## config.mk

```make
export PLATFORM = sky130hd
export DESIGN_NAME = spaceship_controls
export DESIGN_NICKNAME = d
export VERILOG_FILES = /design/src/rtl/spaceship_controls.sv
export SDC_FILE = /design/constraint.sdc
export NUM_CORES = 1
export LEC_CHECK = 0
export ABC_CLOCK_PERIOD_IN_PS = 2600
export BUFFER_PORTS_ARGS = -buffer_cell sky130_fd_sc_hd__buf_4
export CAP_MARGIN = 10
export CORE_UTILIZATION = 35
export DETAILED_ROUTE_END_ITERATION = 6
export RECOVER_POWER = 25
export SYNTH_ARGS = -nofsm -noshare
export SYNTH_HDL_FRONTEND = slang
export SYNTH_SLANG_ARGS = --single-unit
```

## constraint.sdc

```tcl
create_clock -name clk -period 2.6 [get_ports clk]
set_input_delay 0.26 -clock clk [delete_from_list [all_inputs] [get_ports clk]]
set_output_delay 0.26 -clock clk [all_outputs]
set_load 0.02 [all_outputs]
```

## src/rtl/spaceship_controls.sv

```systemverilog
// spaceship_controls: turns PS/2 scan bytes into a held-key movement code
// and a rate-limited, frame-aligned fire pulse for the missile logic.
module spaceship_controls #(
    parameter logic [7:0]  LEFT_CODE     = 8'h6B,
    parameter logic [7:0]  RIGHT_CODE    = 8'h74,
    parameter logic [7:0]  FIRE_CODE     = 8'h29,
    parameter int unsigned FIRE_COOLDOWN = 8
) (
    input  logic       clk,
    input  logic       reset,
    input  logic       din_valid,
    input  logic [7:0] din,
    input  logic       startOfFrame,
    output logic [1:0] X_direction,
    output logic       fire_pulse,
    output logic       protocol_err
);

    localparam logic [7:0] PFX_EXT   = 8'hE0;
    localparam logic [7:0] PFX_BRK   = 8'hF0;
    localparam logic [1:0] DIR_NONE  = 2'd0;
    localparam logic [1:0] DIR_LEFT  = 2'd1;
    localparam logic [1:0] DIR_RIGHT = 2'd2;
    localparam logic [7:0] CD_LOAD   = 8'(FIRE_COOLDOWN);

    typedef enum logic [1:0] {S_IDLE, S_EXT, S_BRK, S_EXT_BRK} pfx_t;

    pfx_t       state_q, state_d;
    logic       left_held_q, left_held_d;
    logic       right_held_q, right_held_d;
    logic       fire_held_q, fire_held_d;
    logic       last_right_q, last_right_d;   // 0 = left pressed last
    logic       fire_pending_q, fire_pending_d;
    logic [7:0] cooldown_q, cooldown_d;
    logic [1:0] xdir_q, xdir_d;
    logic       pulse_q, pulse_d;
    logic       perr_q, perr_d;

    logic       done, ext, brk;
    logic       is_left, is_right, is_fire;

    // Prefix tracking, key state, fire scheduling and next output values
    always_comb begin
        state_d        = state_q;
        left_held_d    = left_held_q;
        right_held_d   = right_held_q;
        fire_held_d    = fire_held_q;
        last_right_d   = last_right_q;
        fire_pending_d = fire_pending_q;
        cooldown_d     = cooldown_q;
        pulse_d        = 1'b0;
        perr_d         = 1'b0;
        done           = 1'b0;
        ext            = (state_q == S_EXT) || (state_q == S_EXT_BRK);
        brk            = (state_q == S_BRK) || (state_q == S_EXT_BRK);

        if (din_valid) begin
            if (din == PFX_EXT) begin
                // Repeated E0 is tolerated; E0 after a break prefix is not
                state_d = S_EXT;
                perr_d  = brk;
            end else if (din == PFX_BRK) begin
                state_d = ext ? S_EXT_BRK : S_BRK;
                perr_d  = brk;
            end else begin
                state_d = S_IDLE;
                done    = 1'b1;
            end
        end

        is_left  = done &&  ext && (din == LEFT_CODE);
        is_right = done &&  ext && (din == RIGHT_CODE);
        is_fire  = done && !ext && (din == FIRE_CODE);

        // Frame tick: launch a pending shot or run the cooldown down
        if (startOfFrame) begin
            if (fire_pending_q) begin
                pulse_d        = 1'b1;
                fire_pending_d = 1'b0;
                cooldown_d     = CD_LOAD;
            end else if (cooldown_q != 8'd0) begin
                cooldown_d = cooldown_q - 8'd1;
            end
        end

        // Typematic repeats of a held key change nothing
        if (is_left) begin
            if (brk) begin
                left_held_d = 1'b0;
            end else if (!left_held_q) begin
                left_held_d  = 1'b1;
                last_right_d = 1'b0;
            end
        end
        if (is_right) begin
            if (brk) begin
                right_held_d = 1'b0;
            end else if (!right_held_q) begin
                right_held_d = 1'b1;
                last_right_d = 1'b1;
            end
        end
        // A press while a shot is already pending merges into it, so a
        // press in the launching cycle cannot sneak past the cooldown.
        if (is_fire) begin
            if (brk) begin
                fire_held_d = 1'b0;
            end else if (!fire_held_q) begin
                fire_held_d = 1'b1;
                if (cooldown_q == 8'd0 && !fire_pending_q)
                    fire_pending_d = 1'b1;
            end
        end

        unique case ({left_held_d, right_held_d})
            2'b10:   xdir_d = DIR_LEFT;
            2'b01:   xdir_d = DIR_RIGHT;
            2'b11:   xdir_d = last_right_d ? DIR_RIGHT : DIR_LEFT;
            default: xdir_d = DIR_NONE;
        endcase
    end

    // All state and registered outputs
    always_ff @(posedge clk or posedge reset) begin
        if (reset) begin
            state_q        <= S_IDLE;
            left_held_q    <= 1'b0;
            right_held_q   <= 1'b0;
            fire_held_q    <= 1'b0;
            last_right_q   <= 1'b0;
            fire_pending_q <= 1'b0;
            cooldown_q     <= 8'd0;
            xdir_q         <= DIR_NONE;
            pulse_q        <= 1'b0;
            perr_q         <= 1'b0;
        end else begin
            state_q        <= state_d;
            left_held_q    <= left_held_d;
            right_held_q   <= right_held_d;
            fire_held_q    <= fire_held_d;
            last_right_q   <= last_right_d;
            fire_pending_q <= fire_pending_d;
            cooldown_q     <= cooldown_d;
            xdir_q         <= xdir_d;
            pulse_q        <= pulse_d;
            perr_q         <= perr_d;
        end
    end

    assign X_direction  = xdir_q;
    assign fire_pulse   = pulse_q;
    assign protocol_err = perr_q;

endmodule

```

==> Word level (Yosys, flattened, before mapping) <==
Index checks and enable logic that the tools add are counted.
Widths: inputs -> output; s select.
{ "op_classes": {"addsub": 1, "n_eq_ne": 11, "muxes": 29, "n_reduce_logical": 14} }
{ "op_table": {"columns": ["op", "count"], "rows": [
  ["$mux 1", 23],
  ["$eq 8x7->1 const B", 2],
  ["$eq 8x8->1 const B", 2],
  ["$mux 8", 2],
  ["$eq 2x2->1 const B", 4],
  ["$eq 8x6->1 const B", 1],
  ["$logic_not 8->1", 1],
  ["$reduce_bool 8->1", 1],
  ["$sub 8x1->8 const B", 1],
  ["$logic_and 1x1->1", 6],
  ["$mux 2", 3],
  ["$pmux 2 s3", 1],
  ["$eq 2x1->1 const B", 2],
  ["$logic_not 1->1", 2],
  ["$logic_or 1x1->1", 2],
  ["$reduce_and 2->1", 1],
  ["$reduce_bool 2->1", 1]
]} }
{ "totals": {"reg_bits": 19, "inputBits": 12, "out_inout_bits": 4, "word_cells": 65} }

==> Logic depth before layout (Yosys ltp) <==
Gate-level depths: netlist (run 1).
{ "depth": {"word_depth": 12, "ltp_mapped": 6, "ltp_nobuf": 6} }

==> Worst setup path before layout (run 1) <==
OpenSTA, ideal clock, no wires.
{ "synth_timing": {"kind": "flip-flop to flip-flop", "from": "reg cooldown_q[0]", "to": "reg cooldown_q[0]", "setup_time_ns": 0.128, "arrival_time_ns": 1.468, "t_required_ns": 2.472, "path_slack_ns": 1.004, "path_stages_with_launch": 7, "n_path_buf": 0, "synth_period_minus_slack_ns": 1.596, "cell_sequence": "dfrtp_1 > inv_1 > ha_1 > nor2b_1 > nand4b_1 > nand2_1 > mux2_1"} }
{ "synth_via": {"elab_chain_len": 3, "elab_cells_between_ends": 6, "cone_classes": "1 x add/sub; 2 x mux; 3 x reduce/logical"} }
{ "synth_rtl": {"columns": ["element", "line", "text"], "rows": [
  ["start: declaration", "34", "logic [7:0] cooldown_q, cooldown_d;"],
  ["start signal: assignment", "143", "cooldown_q <= cooldown_d;"],
  ["$sub 8x1->8 / $reduce_bool 8->1 (equally long branches)", "82, 81", null],
  ["$mux 8 / $reduce_bool 2->1 (equally long branches)", null, null],
  ["$mux 8 / $reduce_and 2->1 (equally long branches)", null, null]
]} }
Several ways; a longest one is shown, not always the timed one. The select of a mux whose other input is x is not followed.
A chain may end at the register's enable or synchronous reset.

==> Worst setup path after layout (run 1) <==
Same ends and word-level chain as after synthesis.

==> flow_metrics.tcl, run 1 <==
set metrics [dict create \
    fp.dieW_um 56.51 \
    p_per_area_mw_per_mm2 681.0 \
    dp_hpwl_mm 1.617 \
    criticalPathCategory "reg -> reg" \
    fmax_mhz 544.5 \
    worstPathCellList "inv_1, ha_1, nor2b_1, nand4b_1, nand2_1, mux2_1" \
    die-area_mm2 0.003193 \
    worst_setup_path_start_kind "flip-flop" \
    crit_fanout 6 \
    syn-num-nets 123 \
    wire_per_inst_um 13.03 \
    grt-ovfl-total 0 \
    synth_area_mm2 0.001040 \
    hold_viol_final 0 \
    io-pin-count 16 \
    cts.sinks 19 \
    syn2layout_area_growth_pct 16.73 \
    slew_headroom_pct 51.61 \
    r2r_start "cooldown_q[0]" \
    antenna_cells 0 \
    drc 0 \
    setup_violations 0 \
    finClkSkew_ns 0.01099 \
    grt_setup_unrepaired "no" \
    worstMarginPinSlew_ns 0.7251 \
    critPathBufInv 1 \
    cts_resized 0 \
    crit_arrival_ns 2.02 \
    vdd_drop_max_v 0.0003565 \
    clkTransAtPathRegs_ns 0.11 \
    io_buffers 15 \
    nets 142 \
    status "complete, no violations" \
    max_cap_violations 0 \
    worstPathRequired_ns 2.79 \
    p_comb_share_pct 30.5 \
    cts_max_level 1 \
    syn_inst 110 \
    antenna_found_initial 0 \
    cp_top_family "simple AND/OR/NAND/NOR gates" \
    place_congestion 0.8542 \
    start_util_pct 37.38 \
    clock_path_buffers 2 \
    vias 864 \
    power_frac_seq_pct 51.8 \
    insertion_delay_ns 0.29 \
    end_kind "flip-flop" \
    drive_above_1_share_pct 19.53 \
    ys_seq_area_share_pct 45.73 \
    cts_tree "done" \
    ys_types 36 \
    slew_viol_final 0 \
    clkPwrFrac_pct 17.7 \
    intPower_w 0.0005434 \
    grt_max_degree 20 \
    syn_area_per_cell_um2 9.452 \
    p_sw_w 0.0002831 \
    cts_buffers 3 \
    fin_crit_sh_pct 70.64 \
    routed_via_density 5.434 \
    cpPeakStageDelay_ns 0.43 \
    ant_nets 0 \
    critPathLaunch "cooldown_q[0]" \
    grt_pass1_vias 827 \
    clock-root-buffer "clkbuf_4" \
    drt_iter0_markers 9 \
    swShare_pct 34.25 \
    totalWireLength_mm 2.072 \
    fp.dieH_um 56.51 \
    grt_pass1_wl_mm 3.670 \
    p_leak_nw 0.5612 \
    cp_slowest_cell "dfrtp_1" \
    cts_hold_buf 0 \
    post-route-min-period_ns 1.837 \
    rows 19 \
    placeableCoreArea_mm2 0.002781 \
    ys_ff_latch 19 \
    yosysWarnings 0 \
    dp_slack_ns 0.8072 \
    hold_class "in -> async" \
    cts_setup_buffers 0 \
    setup_ws_ns 0.7635 \
    grt_use_total_pct 14.76 \
    first_pass_iters 3 \
    final.setup.tns_ns 0 \
]
[power groups by stage]
stage                     Clock (W)  Combinational, W  Sequential [W]
after floorplan                   0          0.000200        0.000415
after detailed placement          0          0.000253        0.000437
after CTS                  0.000157          0.000254        0.000431
after global routing       0.000166          0.000291        0.000443
after global placement            0          0.000246        0.000432
final                      0.000147          0.000252        0.000428
[routing by layer]
metal,vias to the layer above,GRT usage (%),wire [um]
met5,-,0,0
met4,0,3.136,13
met3,2,4.147,55
met2,13,26.05,1058
met1,413,17.76,944
li1,436,-,-
[placed cells by master (no fill, tap or decap), types with 2 or more instances in the layout]
| master | count |
|---|---|
| nand3_1 | 4 |
| inv_1 | 9 |
| clkbuf_4 | 4 |
| o22ai_1 | 2 |
| or3_1 | 5 |
| nor2_1 | 13 |
| nand4_1 | 3 |
| o31ai_1 | 2 |
| and2_1 | 3 |
| nand4b_1 | 3 |
| dfrtp_1 | 19 |
| buf_4 | 14 |
| and4b_1 | 2 |
| nor3_1 | 2 |
| a21oi_1 | 7 |
| o21ai_1 | 2 |
| a31oi_1 | 2 |
| nand2_1 | 9 |
| mux2_1 | 3 |
| o21ai_0 | 2 |
[registers in the layout, summed over array words and instances (netlist names)]
name	cells
cooldown_q	8
X_direction	2
state_q	2
fire_held_q	1
fire_pending_q	1
fire_pulse	1
last_right_q	1
left_held_q	1
protocol_err	1
right_held_q	1
[layout make-up]
cell class | count | area [um^2]
Clock buffer | 4 | 26.28
Fill cell | 276 | 1568
Inverter | 9 | 33.78
Multi-Input combinational cell | 81 | 526.8
Sequential cell | 19 | 475.5
Tap cell | 31 | 38.79
Timing Repair Buffer | 15 | 112.6
[worst paths after layout]
| kind | end | slack, ns | cells past startpoint |
|---|---|---|---|
| setup / recovery | cooldown_q[0] | 0.76 | 6 |
| hold / removal | last_right_q | 0.08 | 2 |
| setup reg to reg | cooldown_q[0] | 0.76 | 6 |
| hold reg to reg | fire_held_q | 0.50 | 1 |
| max in group asynchronous | cooldown_q[6] | 2.06 | 2 |
| min in group clk | state_q[0] | 0.17 | 2 |
[cells in the mapped netlist]
cell	number	area (um^2)
nand4b_1	3	26.28
nor3_1	2	10.01
nand4_1	3	18.77
or3b_1	1	8.760
nor4_1	1	6.260
nand2b_1	1	6.260
nor2_1	13	48.80
nor2b_1	1	6.260
o22ai_1	2	12.51
a21oi_2	1	8.760
a21o_1	1	7.510
mux2_1	3	33.78
nand2_1	9	33.78
or3_1	5	31.28
and2_1	3	18.77
a21oi_1	7	35.03
ha_1	1	12.51
nand3_1	4	20.02
o21ai_0	2	10.01
a41o_1	1	10.01
clkbuf_1	1	3.750
nor4b_4	1	23.77
a31oi_1	2	12.51
o21ai_1	2	10.01
o31ai_1	2	15.01
a211oi_2	1	12.51
nor3_2	1	10.01
dfrtp_1	19	475.5
inv_1	9	33.78
nor4bb_1	1	10.01
and4_4	1	11.26
nand2b_2	1	8.760
a211oi_1	1	7.510
a31o_1	1	8.760
and4b_1	2	20.02
and4b_2	1	11.26
[through the flow]
step	hold WS, ns	std cells	area (um^2)	power [W]	util, %
after floorplan	0.2111	110	1040	0.0006150	-
after global placement	0.4210	155	1187	0.0006778	42.69
after detailed placement	0.4336	155	1187	0.0006899	42.69
after CTS	0.09192	159	1214	0.0008416	43.63
after global routing	0.1484	159	1214	0.0008992	43.63
final	0.07556	159	1214	0.0008265	43.63
[kinds of logic (layout without fill, tap and decap cells)]
logic type | after synthesis | count (layout) | synth area share (%)
AO/OA/AOI/OAI | 23 | 23 | 14.44
buffers and inverters | 10 | 28 | 3.610
AND/OR/NAND/NOR | 54 | 54 | 31.77
adder cells (fa/ha/maj) | 1 | 1 | 1.203
flip-flops | 19 | 19 | 45.73
multiplexers | 3 | 3 | 3.249
No activity file was read; power rests on OpenSTA's default activity.
==> run 2: changes to the inputs <==
--- a/config.mk
+++ b/config.mk
@@ -5,7 +5,7 @@
 export SDC_FILE = /design/constraint.sdc
 export NUM_CORES = 1
 export LEC_CHECK = 0
-export ABC_CLOCK_PERIOD_IN_PS = 2600
+export ABC_CLOCK_PERIOD_IN_PS = 1730
 export BUFFER_PORTS_ARGS = -buffer_cell sky130_fd_sc_hd__buf_4
 export CAP_MARGIN = 10
 export CORE_UTILIZATION = 35
==> constraint.sdc (replaced) <==
create_clock -name clk -period 1.73 [get_ports clk]
set_input_delay 0.173 -clock clk [delete_from_list [all_inputs] [get_ports clk]]
set_output_delay 0.173 -clock clk [all_outputs]
set_load 0.02 [all_outputs]
==> run 2 against run 1 <==
The flow now finishes with violations (hold timing). Critical path type unchanged. Fmax up 11%. Count of clock-buffer cells in the layout is the same. Worst hold slack got worse by 0.078 ns. Register-to-register slack lost 0.69 ns. Worst setup slack worse by 0.69 ns. Sequential power up 50%. Highest routed layer unchanged. Sequential cell count unchanged.
==> flow_metrics.tcl, run 2 (synthesis results as in run 1) <==
set metrics [dict create \
    drc 0 \
    worstPathRequired_ns 1.91 \
    slew_viol_final 0 \
    setup_violations 0 \
    placeableCoreArea_mm2 0.002781 \
    highest_layer "met4" \
    max_cap_violations 0 \
    start_util_pct 37.38 \
    final_cell_mix "dfrtp_1 (19), buf_4 (16), nor2_1 (13)" \
    dp_hpwl_mm 1.570 \
    grt_max_degree 20 \
    syn2layout_area_growth_pct 18.41 \
    placed_cells 157 \
    slew_headroom_pct 51.25 \
    first_pass_iters 4 \
    final_common_cell "dfrtp_1" \
    fmax_mhz 604.4 \
    insertion_delay_ns 0.29 \
    criticalPathCategory "reg -> reg" \
    status "finished, violations left" \
    end_kind "flip-flop" \
    vdd_drop_max_v 0.0005268 \
    cts_setup_buffers 0 \
    p_per_area_mw_per_mm2 1040 \
    worstPathCellList "inv_1, ha_1, nor2b_2, nand4b_1, nand2_1, mux2_1" \
    drive_above_1_share_pct 21.54 \
    largest_reg_flops 8 \
    cts_buffers 3 \
    wire_per_inst_um 12.83 \
    fp.dieH_um 56.51 \
    p_leak_nw 0.5707 \
    ant_nets 0 \
    cpPeakStageDelay_ns 0.41 \
    worstMarginPinSlew_ns 0.7304 \
    crit_fanout 4 \
    die-area_mm2 0.003193 \
    clkTransAtPathRegs_ns 0.11 \
    clock_path_buffers 2 \
    routed_via_density 5.348 \
    grt_pass1_vias 854 \
    drt_iter0_markers 18 \
    fp.dieW_um 56.51 \
    violations "hold timing" \
    fin_crit_sh_pct 95.64 \
    fin_util_pct 44.26 \
    io_buffers 15 \
    crit_arrival_ns 1.83 \
    vias 861 \
    wl_met1_um 938 \
    final_cells 161 \
    rows 19 \
    antenna_found_initial 0 \
    cp_top_family "simple AND/OR/NAND/NOR gates" \
    nets 144 \
    worst_setup_path_start_kind "flip-flop" \
    clock-root-buffer "clkbuf_4" \
    antenna_cells 0 \
    cp_slowest_cell "dfrtp_1" \
    cts.sinks 19 \
    met2_length_mm 1.056 \
    grt_pass1_wl_mm 3.567 \
    finClkSkew_ns 0.003288 \
    grt_use_total_pct 14.24 \
    hold_class "in -> async" \
    cts_max_level 1 \
    critPathBufInv 1 \
    post-route-min-period_ns 1.655 \
    io-pin-count 16 \
    holdWs_ns -0.002562 \
    regMostFlops "cooldown_q" \
    place_congestion 0.8373 \
    grt-ovfl-total 0 \
    cts_tree "done" \
    totalWireLength_mm 2.065 \
    hold_viol_final 13 \
    wl_met3_um 54 \
]
[run 2: changes by cell type in the layout (fill, tap and decap cells not counted)]
cell / change
buf_4: +2
nor2b_1: -1
nor2b_2: +1
[run 2: final timing paths]
path	from	to	slack [ns]	cells past startpoint
worst max-delay path	cooldown_q[1]	cooldown_q[0]	0.08	6
worst min-delay path	reset	state_q[1]	-0.003	2
worst max register to register	cooldown_q[1]	cooldown_q[0]	0.08	6
worst min register to register	fire_held_q	fire_held_q	0.50	1
max in group asynchronous	reset	cooldown_q[7]	1.28	2
min in group clk	din_valid	state_q[0]	0.09	2
[run 2: stage by stage]
stage                     total power (W)  worst slack (ns)  hold slack, ns  setup TNS, ns  cell area (um^2)
after floorplan                 0.0009242            0.1345          0.1241              0              1040
after global placement           0.001039            0.1668          0.3365              0              1202
after detailed placement         0.001063           0.07757          0.3583              0              1202
after CTS                        0.001290           0.05516         0.02743              0              1229
after global routing             0.001376         -0.009330         0.05943      -0.009330              1231
final                            0.001280           0.07538       -0.002562              0              1231
[run 2: final cells by class]
| type | count | area, um^2 |
|---|---|---|
| Sequential cell | 19 | 475.5 |
| Tap cell | 31 | 38.79 |
| Multi-Input combinational cell | 81 | 529.3 |
| Fill cell | 285 | 1550 |
| Clock buffer | 4 | 26.28 |
| Inverter | 9 | 33.78 |
| Timing Repair Buffer | 17 | 127.6 |
[run 2: repair_timing]
item                                   in CTS  in global routing
hold buffers                                0                  0
gates resized for setup                     0                  1
setup endpoints to repair                   0                  2
endpoints found under the hold margin       0                  0
[run 2: per-layer routing]
metal | GRT usage [%] | up-vias
met4 | 6.272 | 0
met5 | 0 | -
li1 | - | 440
met2 | 24.87 | 15
met3 | 2.074 | 2
met1 | 17.23 | 404
[run 2: report_power, final]
part | switching, W | total, W | internal, W
Combinational | 0.000204 | 0.000416 | 0.000212
Sequential | 0.000104 | 0.000643 | 0.000538
Clock | 0.000132 | 0.000222 | 0.0000896
